$ cat src/rtl/hazard_stall_ctrl_pkg.sv
// Shared types and constants for the decode hazard/stall controller.
// Holds the controller state encoding and the RISC-V opcode and register-index constants.
package hazard_stall_ctrl_pkg;

    localparam int REG_W = 5;

    typedef enum logic [0:0] {
        ST_RUN   = 1'b0,
        ST_FLUSH = 1'b1
    } ctrl_state_t;

    localparam logic [6:0] OPC_LOAD   = 7'b0000011;
    localparam logic [6:0] OPC_STORE  = 7'b0100011;
    localparam logic [6:0] OPC_BRANCH = 7'b1100011;

endpackage

$ cat src/rtl/hazard_scoreboard.sv
// 32-entry countdown scoreboard of in-flight register writes; x0 is never busy.
// Set on issue, decrement each cycle; combinational busy query for rs1/rs2.
module hazard_scoreboard
    import hazard_stall_ctrl_pkg::*;
#(
    parameter int WB_LAT     = 3,
    parameter int LOAD_EXTRA = 1
) (
    input  logic             clk,
    input  logic             rst_n,
    input  logic             set_en,
    input  logic [REG_W-1:0] set_idx,
    input  logic             set_load,
    input  logic [REG_W-1:0] rs1_sel,
    input  logic [REG_W-1:0] rs2_sel,
    output logic             rs1_busy,
    output logic             rs2_busy
);

    localparam int SB_W = $clog2(WB_LAT + LOAD_EXTRA + 1);
    localparam logic [SB_W-1:0] VAL_ALU  = SB_W'(WB_LAT);
    localparam logic [SB_W-1:0] VAL_LOAD = SB_W'(WB_LAT + LOAD_EXTRA);

    logic [SB_W-1:0] sb_q [32];
    logic [SB_W-1:0] sb_d [32];

    // A fresh issue to rd overrides that entry's decrement in the same cycle.
    always_comb begin
        for (int i = 0; i < 32; i++) begin
            sb_d[i] = sb_q[i];
            if (sb_q[i] != '0) begin
                sb_d[i] = sb_q[i] - SB_W'(1);
            end
            if (set_en && (set_idx == REG_W'(i))) begin
                sb_d[i] = set_load ? VAL_LOAD : VAL_ALU;
            end
        end
        sb_d[0] = '0;
    end

    always_ff @(posedge clk or negedge rst_n) begin
        if (!rst_n) begin
            for (int i = 0; i < 32; i++) begin
                sb_q[i] <= '0;
            end
        end else begin
            for (int i = 0; i < 32; i++) begin
                sb_q[i] <= sb_d[i];
            end
        end
    end

    assign rs1_busy = (sb_q[rs1_sel] != '0);
    assign rs2_busy = (sb_q[rs2_sel] != '0);

endmodule

$ cat src/rtl/hazard_stall_ctrl.sv
// RAW hazard stall, fetch hold and branch flush sequencing for a non-forwarding pipeline.
// Outputs are combinational from registered state and decode inputs; pc_hold never sees branch_taken.
module hazard_stall_ctrl
    import hazard_stall_ctrl_pkg::*;
#(
    parameter int WB_LAT       = 3,
    parameter int LOAD_EXTRA   = 1,
    parameter int FLUSH_CYCLES = 2,
    parameter int CNT_W        = 16
) (
    input  logic             clk,
    input  logic             rst_n,
    input  logic             dec_valid,
    input  logic [REG_W-1:0] dec_rs1_sel,
    input  logic             dec_rs1_used,
    input  logic [REG_W-1:0] dec_rs2_sel,
    input  logic             dec_rs2_used,
    input  logic [REG_W-1:0] dec_rd_sel,
    input  logic             dec_wr_en,
    input  logic             dec_mem_en,
    input  logic             dec_mem_wr,
    input  logic             branch_taken,
    output logic             stall,
    output logic             pc_hold,
    output logic             flush,
    output logic [CNT_W-1:0] stall_cnt
);

    localparam int FC_W = $clog2(FLUSH_CYCLES + 1);

    ctrl_state_t      state_q, state_d;
    logic [FC_W-1:0]  fl_cnt_q, fl_cnt_d;
    logic [CNT_W-1:0] stall_cnt_q, stall_cnt_d;

    logic rs1_busy, rs2_busy;
    logic hazard, issue, sb_set;

    hazard_scoreboard #(
        .WB_LAT     (WB_LAT),
        .LOAD_EXTRA (LOAD_EXTRA)
    ) u_sb (
        .clk      (clk),
        .rst_n    (rst_n),
        .set_en   (sb_set),
        .set_idx  (dec_rd_sel),
        .set_load (dec_mem_en & ~dec_mem_wr),
        .rs1_sel  (dec_rs1_sel),
        .rs2_sel  (dec_rs2_sel),
        .rs1_busy (rs1_busy),
        .rs2_busy (rs2_busy)
    );

    assign hazard = dec_valid & ((dec_rs1_used & rs1_busy) | (dec_rs2_used & rs2_busy));
    assign issue  = dec_valid & ~hazard & (state_q == ST_RUN) & ~branch_taken;
    assign sb_set = issue & dec_wr_en & (dec_rd_sel != '0);

    // PC hold is RUN-only so the redirect target can load while flushing.
    assign flush   = (state_q == ST_FLUSH);
    assign pc_hold = (state_q == ST_RUN) & hazard;
    assign stall   = branch_taken | flush | pc_hold;

    always_comb begin
        state_d     = state_q;
        fl_cnt_d    = fl_cnt_q;
        stall_cnt_d = stall_cnt_q;
        if (branch_taken) begin
            state_d  = ST_FLUSH;
            fl_cnt_d = FC_W'(FLUSH_CYCLES);
        end else if (state_q == ST_FLUSH) begin
            if (fl_cnt_q == FC_W'(1)) begin
                state_d  = ST_RUN;
                fl_cnt_d = '0;
            end else begin
                fl_cnt_d = fl_cnt_q - FC_W'(1);
            end
        end
        if (stall && (stall_cnt_q != '1)) begin
            stall_cnt_d = stall_cnt_q + CNT_W'(1);
        end
    end

    always_ff @(posedge clk or negedge rst_n) begin
        if (!rst_n) begin
            state_q     <= ST_RUN;
            fl_cnt_q    <= '0;
            stall_cnt_q <= '0;
        end else begin
            state_q     <= state_d;
            fl_cnt_q    <= fl_cnt_d;
            stall_cnt_q <= stall_cnt_d;
        end
    end

    assign stall_cnt = stall_cnt_q;

endmodule
$ cat config.mk
export PLATFORM = sky130hd
export DESIGN_NAME = hazard_stall_ctrl
export DESIGN_NICKNAME = d
export VERILOG_FILES = /design/src/rtl/hazard_stall_ctrl_pkg.sv /design/src/rtl/hazard_scoreboard.sv /design/src/rtl/hazard_stall_ctrl.sv
export SDC_FILE = /design/constraint.sdc
export NUM_CORES = 1
export LEC_CHECK = 0
export ABC_CLOCK_PERIOD_IN_PS = 4230
export BUFFER_PORTS_ARGS = -buffer_cell sky130_fd_sc_hd__clkbuf_2
export CORE_MARGIN = 5
export CORE_UTILIZATION = 48
export CTS_CLUSTER_SIZE = 30
export DETAILED_ROUTE_END_ITERATION = 7
export GPL_TIMING_DRIVEN = 0
export PLACE_DENSITY = 0.61
export SYNTH_ARGS = -nofsm -noshare
export SYNTH_HDL_FRONTEND = slang
export SYNTH_HIERARCHICAL = 1
export SYNTH_SLANG_ARGS = --single-unit
export TNS_END_PERCENT = 50
$ cat constraint.sdc
create_clock -name clk -period 4.23 [get_ports clk]
set_input_delay 0.846 -clock clk [delete_from_list [all_inputs] [get_ports clk]]
set_output_delay 0.846 -clock clk [all_outputs]
set_load 0.05 [all_outputs]
==> results by group, run 1 <==
Yosys
  – Predominant post-synthesis flop cell: dfrtp_1
  – Mapped Cells: 813
  – Synth area leaders: dfrtp_1 (37%), ha_1 (11%), a21o_1 (5.2%)
  – Post-synthesis sequential area ratio: 37.4%
  – Avg Inst Size Synth: 9.22 sq um
  – Ys async rst share: 100%
  – Post-Syn Area: 0.00749 sq mm
  – Synth area leader: dfrtp_1
  – Syn nets: 901
  – EDFF count, synth: 0
  – Yosys Warn Count: 6
  – Yosys reg bits: 112
  – Count of cell types in the netlist: 50
  – Share of the synthesized area in the top cell type: 37.4%

Clocking
  – CTS tree: built
  – Number of buffers created by CTS: 9
  – CTS root buf: clkbuf_16
  – Clock Sinks: 112
  – Clock slew at reported path FFs: 0.07 ns
  – CTS Hold Buffers Added: 0
  – Clock latency on the worst-skew pair: 0.36 ns
  – H-tree depth: 3
  – CTS max path bufs: 2

Timing
  – Final worst path period share: 97.8%
  – Fin crit period: 4.14 ns
  – Setup violators final: 0
  – Headroom to the max-slew limit: 30.2%
  – Pins Over Slew Limit: 0
  – Final hold viol count: 0
  – Setup tns final: 0 ns
  – Worst setup margin: 0.0931 ns
  – Fmax: 242 MHz
  – RSZ-0062 raised after global routing: no
  – Worst-Margin Slew: 1.04 ns
  – Clock Skew: 0.00795 ns

Cells and area
  – N_diodes: 0
  – Finished Core Util: 54.6%
  – Share of cells above drive strength 1: 10.8%
  – Nets: 955
  – Reg area: 0.00280 sq mm
  – Multi-input gate area: 0.00439 sq mm
  – Layout fillers: 1,416
  – Post-route cell area: 0.00833 sq mm
  – Area grow syn2layout: 11.2%

GRT
  – Remaining Overflow, GRT: 0
  – Largest net degree at the start of global routing: 113
  – First-pass GRT wire length: 29.9 mm
  – Vias in the first global route: 6,022
  – Initial antenna violation count: 0
  – Overall routing resource usage: 20.8%

Critical path
  – CP startpoint kind: input port
  – Register-to-register path setup slack: 0.52 ns
  – Worst Path Required: 3.38 ns
  – Crit path kind: input port to primary output
  – Critical Path Sink Type: primary output
  – R2R depth: 13
  – Reg2reg start: u_sb/sb_q[5]
  – CP max FO: 10
  – Data arrival, critical path: 3.29 ns
  – Reg2reg end: u_sb/sb_q[56]

Die
  – Core Area: 0.0153 sq mm
  – Starting density of the core: 49.1%
  – DIE HEIGHT: 135 um
  – Cell Rows: 45
  – Die width: 135 um
  – I/O Pins: 43
  – Die area: 0.0182 sq mm

Routing
  – Top Metal Used: met4
  – Post-Route M1 WL: 8.39 mm
  – Avg WL per Cell: 17.3 um
  – Drt drc: 0
  – DR vias/cell: 5.70
  – DRT Pass-1 Iters: 5
  – Met3 wire len: 1.01 mm
  – Final WL: 18.7 mm
  – Vias: 6,166
  – Routed Antenna Nets: 0
  – Initial drt markers: 465
  – Met2 Wirelength: 8.95 mm

Job
  – Count of max-cap constraint violations: 0

Power and ir drop
  – Switch Pwr: 0.00257 W
  – Sw frac: 41.9%
  – Static leakage: 4.03 nW
  – Internal power: 0.00356 W
  – PD cells: 736 mW/mm^2
  – Clk pwr share: 12.8%
  – VDD IR-drop max: 0.555 mV
  – Register share of total power: 35.3%
  – Gate power share: 51.9%

Placement
  – DP Worst Slack: -0.847 ns
  – Gp weighted congestion: 0.888
  – Hpwl dp: 13.7 mm
  – Port bufs: 39
  – Placed cell area: 0.00796 sq mm

Min path
  – Hold EP: stall_cnt[15]
  – Hold Path Depth: 1
  – Min-delay src: stall_cnt[15]
  – Worst min-delay path class: flip-flop to flip-flop

Run status
  – Status: finished, final reports clean
synth_stat cells, types with 8 or more instances:
library cell  number
a21o_1            52
a21oi_1           62
a31oi_1            9
clkbuf_1           8
dfrtp_1          112
ha_1              64
inv_1             70
mux2i_1           33
nand2_1           45
nand2b_1          36
nand3_1            8
nor2_1           103
nor3_1            39
nor4_1            13
o21ai_0           19
xnor2_1           33
xor2_1            14
power by group through the flow:
| stage | Sequential (W) | Clock, W | Combinational (W) |
|---|---|---|---|
| 2_1_floorplan | 0.00222 | 0 | 0.00239 |
| 3_3_place_gp | 0.00214 | 0 | 0.00296 |
| 3_5_place_dp | 0.00217 | 0 | 0.00315 |
| 4_1_cts | 0.00215 | 0.000811 | 0.00318 |
| 5_1_grt | 0.00223 | 0.000855 | 0.00359 |
| 6_report | 0.00216 | 0.000784 | 0.00318 |
how the worst max path moves through the flow:
stage | from | to | slack (ns) | depth (start not counted)
4_1_cts | dec_rs2_sel[1] | stall | 0.0007 | 11
6_report | dec_rs2_sel[1] | stall | 0.09 | 12
3_5_place_dp | dec_rs1_sel[1] | u_sb/sb_q[80] | -0.85 | 15
5_1_grt | dec_rs2_sel[1] | stall | 0.02 | 12
3_3_place_gp | dec_rs1_sel[1] | u_sb/sb_q[77] | -0.74 | 15
2_1_floorplan | dec_rs1_sel[1] | pc_hold | 0.24 | 9
placed cells by master (no fill, tap or decap), drive strengths merged, types with 4 or more instances in the layout:
cell type | netlist | routed
mux4 | 11 | 11
nor2b | 7 | 7
nand4 | 7 | 7
nor3 | 39 | 39
o31a | 4 | 4
nor3b | 5 | 5
a21o | 52 | 52
a211oi | 6 | 6
xor2 | 14 | 14
dfrtp | 112 | 112
mux2i | 33 | 33
clkbuf | 8 | 57
a2111oi | 7 | 7
or3 | 5 | 5
nor4b | 4 | 4
a311oi | 4 | 4
nand3 | 8 | 8
o21ai | 19 | 19
buf | 11 | 17
nand2 | 45 | 45
a31oi | 9 | 9
inv | 70 | 70
nor2 | 103 | 103
nor4 | 14 | 14
nand2b | 36 | 36
ha | 64 | 64
a21oi | 62 | 62
xnor2 | 33 | 33
through the flow:
stage                     hold slack, ns  total power [W]  cells
after global placement             0.490          0.00510   1063
after CTS                          0.504          0.00614   1078
after floorplan                    0.515          0.00460    813
after global routing               0.532          0.00668   1082
final                              0.503          0.00613   1082
after detailed placement           0.494          0.00532   1063
state kept, by name, indices dropped and copies added, names as in the netlist:
signal	cells
fl_cnt_q	2
flush	1
stall_cnt	16
u_sb/sb_q	93
final cells by class:
cell class | instances | share of cell area, %
Multi-Input combinational cell | 612 | 52.6
Sequential cell | 112 | 33.6
Tap cell | 211 | 3.17
Inverter | 70 | 3.15
Timing Repair Buffer | 43 | 2.91
Clock buffer | 12 | 2.84
Buffer | 19 | 1.44
Clock inverter | 3 | 0.240
worst max-delay path: stages:
cell,delay (ns)
buf_2,0.17
buf_2,0.33
nor3_1,0.08
a211oi_1,0.28
a2111oi_2,0.11
o211a_1,0.26
nor4_1,0.34
a22oi_2,0.18
o31a_1,0.33
buf_6,0.12
inv_1,0.04
buf_4,0.18
layer usage:
layer  up-vias  global-route usage, %
met5         -                      0
met4         0                   5.54
met3        32                   4.10
met2       170                   35.2
met1      3023                   27.4
li1       2941                      -
what timing repair did:
| item | CTS | global route |
|---|---|---|
| cloned | 0 | 0 |
| setup endpoints to repair | 80 | 76 |
| pin swaps | 0 | 5 |
| buffers inserted | 0 | 4 |
| hold endpoints to repair | 0 | 0 |
| gates resized for setup | 9 | 22 |
kinds of logic (layout without fill, tap and decap cells):
group	after synthesis	after routing	synth area share [%]
simple gates	282	282	18.4
compound gates	174	174	15.0
flops	112	112	37.4
buf+inv	89	147	4.93
fa+ha+maj	64	64	10.7
xor+xnor	47	47	5.49
mux	45	45	8.07
No activity file was read; power rests on OpenSTA's default activity.
==> run 2: changes to the inputs <==
Settings changed: PLACE_DENSITY 0.61 to default, PLACE_DENSITY_LB_ADDON from default to 0.08.
==> results by group, run 2 (synthesized netlist as in run 1, its figures left out) <==
Run status
  – Status: finished, final reports clean

Cells and area
  – Commonest cells after routing, fill and taps aside: dfrtp_1 (112), nor2_1 (98), inv_1 (70)
  – Max FFs per register: 93
  – Layout fillers: 1,404
  – Nets: 952
  – Share of cells above drive strength 1: 11.2%
  – Area grow syn2layout: 11.9%
  – Commonest non-fill, non-tap cell in the layout: dfrtp_1
  – N_diodes: 0
  – Biggest register: u_sb/sb_q
  – Final Non-Filler Cells: 1,080
  – Finished Core Util: 54.9%

GRT
  – Overall routing resource usage: 21.0%
  – Initial antenna violation count: 0
  – Largest net degree at the start of global routing: 113
  – First-pass GRT wire length: 30.3 mm
  – Vias in the first global route: 6,019
  – Remaining Overflow, GRT: 0

Critical path
  – Reg2reg start: u_sb/sb_q[75]
  – R2R depth: 13
  – CP max FO: 10
  – Worst Path Required: 3.38 ns
  – Reg2reg end: u_sb/sb_q[20]
  – Register-to-register path setup slack: 0.57 ns
  – CP startpoint kind: input port
  – Critical Path Sink Type: primary output
  – Crit path kind: input port to primary output
  – Data arrival, critical path: 3.31 ns

Routing
  – DR vias/cell: 5.71
  – Routed Antenna Nets: 0
  – Vias: 6,166
  – DRT Pass-1 Iters: 5
  – Avg WL per Cell: 17.4 um
  – Final WL: 18.8 mm
  – Initial drt markers: 353
  – Drt drc: 0

Die
  – Core Area: 0.0153 sq mm
  – DIE HEIGHT: 135 um
  – Die area: 0.0182 sq mm
  – Die width: 135 um
  – I/O Pins: 43
  – Cell Rows: 45
  – Starting density of the core: 49.1%

Min path
  – Worst min-delay path class: flip-flop to flip-flop
  – Min-delay src: stall_cnt[6]
  – Hold Path Depth: 1
  – Hold EP: stall_cnt[6]

Timing
  – Worst-Margin Slew: 1.13 ns
  – Pins Over Slew Limit: 0
  – Fin crit period: 4.15 ns
  – Setup violators final: 0
  – Fmax: 241 MHz
  – Final hold viol count: 0
  – Worst setup margin: 0.0760 ns
  – Clock Skew: 0.00797 ns
  – Minimum hold slack: 0.518 ns
  – Final worst path period share: 98.2%
  – Setup tns final: 0 ns
  – Headroom to the max-slew limit: 24.2%

Clocking
  – Number of buffers created by CTS: 9
  – Clock slew at reported path FFs: 0.07 ns
  – CTS root buf: clkbuf_16
  – Clock Sinks: 112
  – Clock latency on the worst-skew pair: 0.35 ns
  – CTS tree: built
  – CTS Hold Buffers Added: 0
  – CTS max path bufs: 2
  – H-tree depth: 3

Power and ir drop
  – Static leakage: 4.06 nW
  – PD cells: 751 mW/mm^2
  – VDD IR-drop max: 0.618 mV

Placement
  – DP Worst Slack: -1.13 ns
  – Gp weighted congestion: 0.856
  – Port bufs: 39
  – Hpwl dp: 13.8 mm
  – Placed cell count: 1,063

Job
  – Count of max-cap constraint violations: 0
run 2: cell types whose count changed in the layout (fill, tap and decap cells not counted), sizes merged:
cell	before	now
clkinvlp	2	0
buf	17	11
clkbuf	57	59
clkinv	1	3
bufinv	0	2
run 2: layout make-up:
| class | instances | area [sq um] | share of cell area (%) |
|---|---|---|---|
| multi-input cells | 612 | 4400 | 52.4 |
| flip-flops and latches | 112 | 2800 | 33.4 |
| well taps | 211 | 264 | 3.15 |
| inverters | 70 | 263 | 3.13 |
| clock buffers | 11 | 253 | 3.01 |
| repair buffers | 40 | 211 | 2.52 |
| plain buffers | 19 | 116 | 1.39 |
| clock inverters | 5 | 78.8 | 0.940 |
run 2: critical path: stages:
cell and delay [ns]:
buf_2 0.22, clkbuf_2 0.36, a31oi_1 0.17, a2111oi_1 0.57, o211a_1 0.22, nor4_2 0.05
a22oi_2 0.31, o31a_1 0.18, buf_6 0.13, inv_1 0.04, buf_2 0.20
run 2: how the worst max path moves through the flow:
stage / end / startpoint / slack (ns) / cells past startpoint
floorplan: pc_hold / dec_rs1_sel[1] / 0.24 / 9
global placement: u_sb/sb_q[77] / dec_rs2_sel[1] / -1.09 / 14
detailed placement: u_sb/sb_q[80] / dec_rs1_sel[1] / -1.13 / 14
CTS: stall / dec_rs1_sel[0] / 0.002 / 13
global route: stall / dec_rs1_sel[1] / -0.005 / 11
finish: stall / dec_rs2_sel[1] / 0.08 / 11
run 2: report_power, final:
part	internal, W	switching [W]	total [W]
combinational	0.00153	0.00165	0.00318
clock	0.000551	0.000399	0.000950
sequential	0.00163	0.000540	0.00217
total	0.00371	0.00259	0.00630
run 2: repair_timing:
| item | CTS | global route |
|---|---|---|
| hold endpoints to repair | 0 | 0 |
| pin swaps | 1 | 3 |
| setup endpoints to repair | 89 | 56 |
| buffers inserted | 0 | 1 |
| gates resized for setup | 11 | 16 |
run 2: metrics by stage:
| stage | power [W] | area (sq um) |
|---|---|---|
| after global routing | 0.00684 | 8380 |
| after detailed placement | 0.00534 | 7960 |
| after CTS | 0.00633 | 8330 |
| after floorplan | 0.00460 | 7490 |
| after global placement | 0.00512 | 7950 |
| final | 0.00630 | 8380 |
run 2: layer usage:
| layer | track usage [%] | wire length [um] |
|---|---|---|
| met4 | 6.89 | 353 |
| met2 | 33.9 | 8990 |
| met3 | 2.94 | 1210 |
| met1 | 29.3 | 8280 |
| met5 | 0 | 0 |
==> run 3: changes to the inputs <==
Settings changed: ABC_AREA from default to 1.
==> results by group, run 3 <==
Cells and area
  – Reg area: 0.00280 sq mm
  – Share of cells above drive strength 1: 11.6%
  – N_diodes: 0
  – Area grow syn2layout: 10.1%
  – Multi-input gate area: 0.00480 sq mm
  – Layout fillers: 1,716
  – Max FFs per register: 93
  – Nets: 1,365
  – Commonest cells after routing, fill and taps aside: nand2_1 (324), inv_1 (172), nor2_1 (153)
  – Biggest register: u_sb/sb_q
  – Finished Core Util: 53.8%
  – Commonest non-fill, non-tap cell in the layout: nand2_1

Clocking
  – H-tree depth: 3
  – Clock latency on the worst-skew pair: 0.36 ns
  – CTS Hold Buffers Added: 0
  – CTS tree: built
  – Number of buffers created by CTS: 9
  – CTS max path bufs: 2
  – Clock Sinks: 112
  – CTS root buf: clkbuf_16
  – Clock slew at reported path FFs: 0.08 ns

Die
  – Cell Rows: 48
  – Die width: 142 um
  – DIE HEIGHT: 142 um
  – Core Area: 0.0172 sq mm
  – Starting density of the core: 48.9%
  – Die area: 0.0203 sq mm
  – I/O Pins: 43

Critical path
  – Critical Path Sink Type: primary output
  – Worst Path Required: 3.38 ns
  – Crit path largest cell delay: 0.54 ns
  – Data arrival, critical path: 3.03 ns
  – CP startpoint kind: input port
  – Critical-path cell list: clkbuf_2 > inv_2 > clkbuf_1 > nand3_1 > nand2_1 > nand3_1 > nand3_1 > nand3_1 > nand3_1 > nand2_1 > nand2_1 > nand2_1 > nand2_1 > nand2_4 > clkbuf_2
  – R2R depth: 22
  – CP max FO: 10
  – Critical-path top delay cell: clkbuf_1
  – Crit path kind: input port to primary output

Timing
  – Worst setup margin: 0.349 ns
  – Pins Over Slew Limit: 0
  – Fmax: 258 MHz
  – Final hold viol count: 0
  – RSZ-0062 raised after global routing: no
  – Worst-Margin Slew: 0.745 ns
  – Minimum hold slack: 0.389 ns
  – Fin crit period: 3.88 ns
  – Clock Skew: 0.0101 ns
  – Setup violators final: 0
  – Final worst path period share: 91.7%
  – Headroom to the max-slew limit: 50.3%
  – Setup tns final: 0 ns

Routing
  – DR vias/cell: 5.26
  – Initial drt markers: 641
  – Routed Antenna Nets: 0
  – DRT Pass-1 Iters: 5
  – Drt drc: 0
  – Vias: 7,927
  – Avg WL per Cell: 15.8 um
  – Final WL: 23.8 mm

Yosys
  – Mapped Cells: 1,225
  – Count leader, synth: nand2_1
  – Synth area leader: dfrtp_1
  – Yosys reg bits: 112
  – Share of the synthesized area in the top cell type: 33.3%
  – Post-synthesis sequential area ratio: 33.3%
  – Predominant post-synthesis flop cell: dfrtp_1
  – Mux share of post-synthesis cell area: 0%
  – Synth area leaders: dfrtp_1 (33%), nand2_1 (14%), ha_1 (9.5%)
  – Post-Synth XOR/XNOR Area: 3.85%
  – Simple-gate area share of the yosys netlist: 33.9%
  – Yosys Warn Count: 6
  – Compound-Gate Fraction of Synth Area: 9.67%
  – Avg Inst Size Synth: 6.88 sq um
  – Adder-cell share of the synthesized area: 9.51%
  – Post-Syn Area: 0.00842 sq mm
  – Main combinational cell family by area after synthesis: simple AND/OR/NAND/NOR gates
  – Syn nets: 1,313
  – Synth cell count leaders: nand2_1 (324), inv_1 (172), nor2_1 (154)
  – Count of cell types in the netlist: 32
  – Ys async rst share: 100%
  – EDFF count, synth: 0

GRT
  – Initial antenna violation count: 0
  – Overall routing resource usage: 23.9%
  – Largest net degree at the start of global routing: 74
  – Remaining Overflow, GRT: 0
  – Vias in the first global route: 7,097
  – First-pass GRT wire length: 37.8 mm

Min path
  – Worst min-delay path class: input port to asynchronous set/reset pin

Placement
  – Port bufs: 40
  – Hpwl dp: 17.9 mm
  – Gp weighted congestion: 0.986
  – DP Worst Slack: 0.0456 ns

Job
  – Count of max-cap constraint violations: 0

Power and ir drop
  – PD cells: 670 mW/mm^2
  – Static leakage: 5.05 nW
  – VDD IR-drop max: 0.364 mV

Run status
  – Status: finished, final reports clean
==> run 3: report_power, final <==
part	switching (W)	internal (W)
clock	0.000423	0.000531
combinational	0.00191	0.00130
sequential	0.000426	0.00162
==> run 3: per-stage QoR <==
step	instance area (sq um)	total power [W]	cells
6_report	9270	0.00622	1507
2_1_floorplan	8420	0.00453	1225
3_5_place_dp	8940	0.00527	1491
3_3_place_gp	8910	0.00520	1490
4_1_cts	9270	0.00625	1507
5_1_grt	9270	0.00684	1507
==> run 3: cell type report <==
cell class | instances | share of cell area (%)
Multi-Input combinational cell | 906 | 51.7
Sequential cell | 112 | 30.2
Inverter | 179 | 7.25
Tap cell | 225 | 3.04
Timing Repair Buffer | 41 | 2.55
Clock buffer | 10 | 2.47
Buffer | 28 | 1.69
Clock inverter | 6 | 1.05
==> run 3: critical path, delay by kind of cell <==
| kind | cells | cell delay, ns |
|---|---|---|
| simple gates | 11 | 1.14 |
| buf+inv | 4 | 1.02 |
==> run 3: logic make-up after synthesis <==
kind of cell	after synthesis
and+or+nand+nor	658
DFF	112
AOI/OAI and AO/OA	147
buffers and inverters	207
adders and majority gates	64
xor gates and xnor gates	37
==> run 3: repair_timing <==
action                                  CTS  global route
endpoints found under the setup margin    0             1
resized for setup                         0             1
setup buffers                             0             0
==> run 3: path summary, 6_finish.rpt <==
check,start,to,slack (ns)
max in group asynchronous,rst_n,u_sb/sb_q[68],3.12
min in group clk,u_sb/sb_q[66],u_sb/sb_q[66],0.51
max,dec_rs2_sel[0],stall,0.35
max reg2reg,u_sb/sb_q[18],u_sb/sb_q[63],1.16
min,rst_n,u_sb/sb_q[81],0.39
min reg2reg,u_sb/sb_q[66],u_sb/sb_q[66],0.51
==> run 3: routing by layer <==
metal / track usage (%) / routed length [um]
met5: 0 / 0
met4: 7.30 / 592
met3: 4.20 / 1620
met2: 38.3 / 10800
met1: 33.0 / 10800
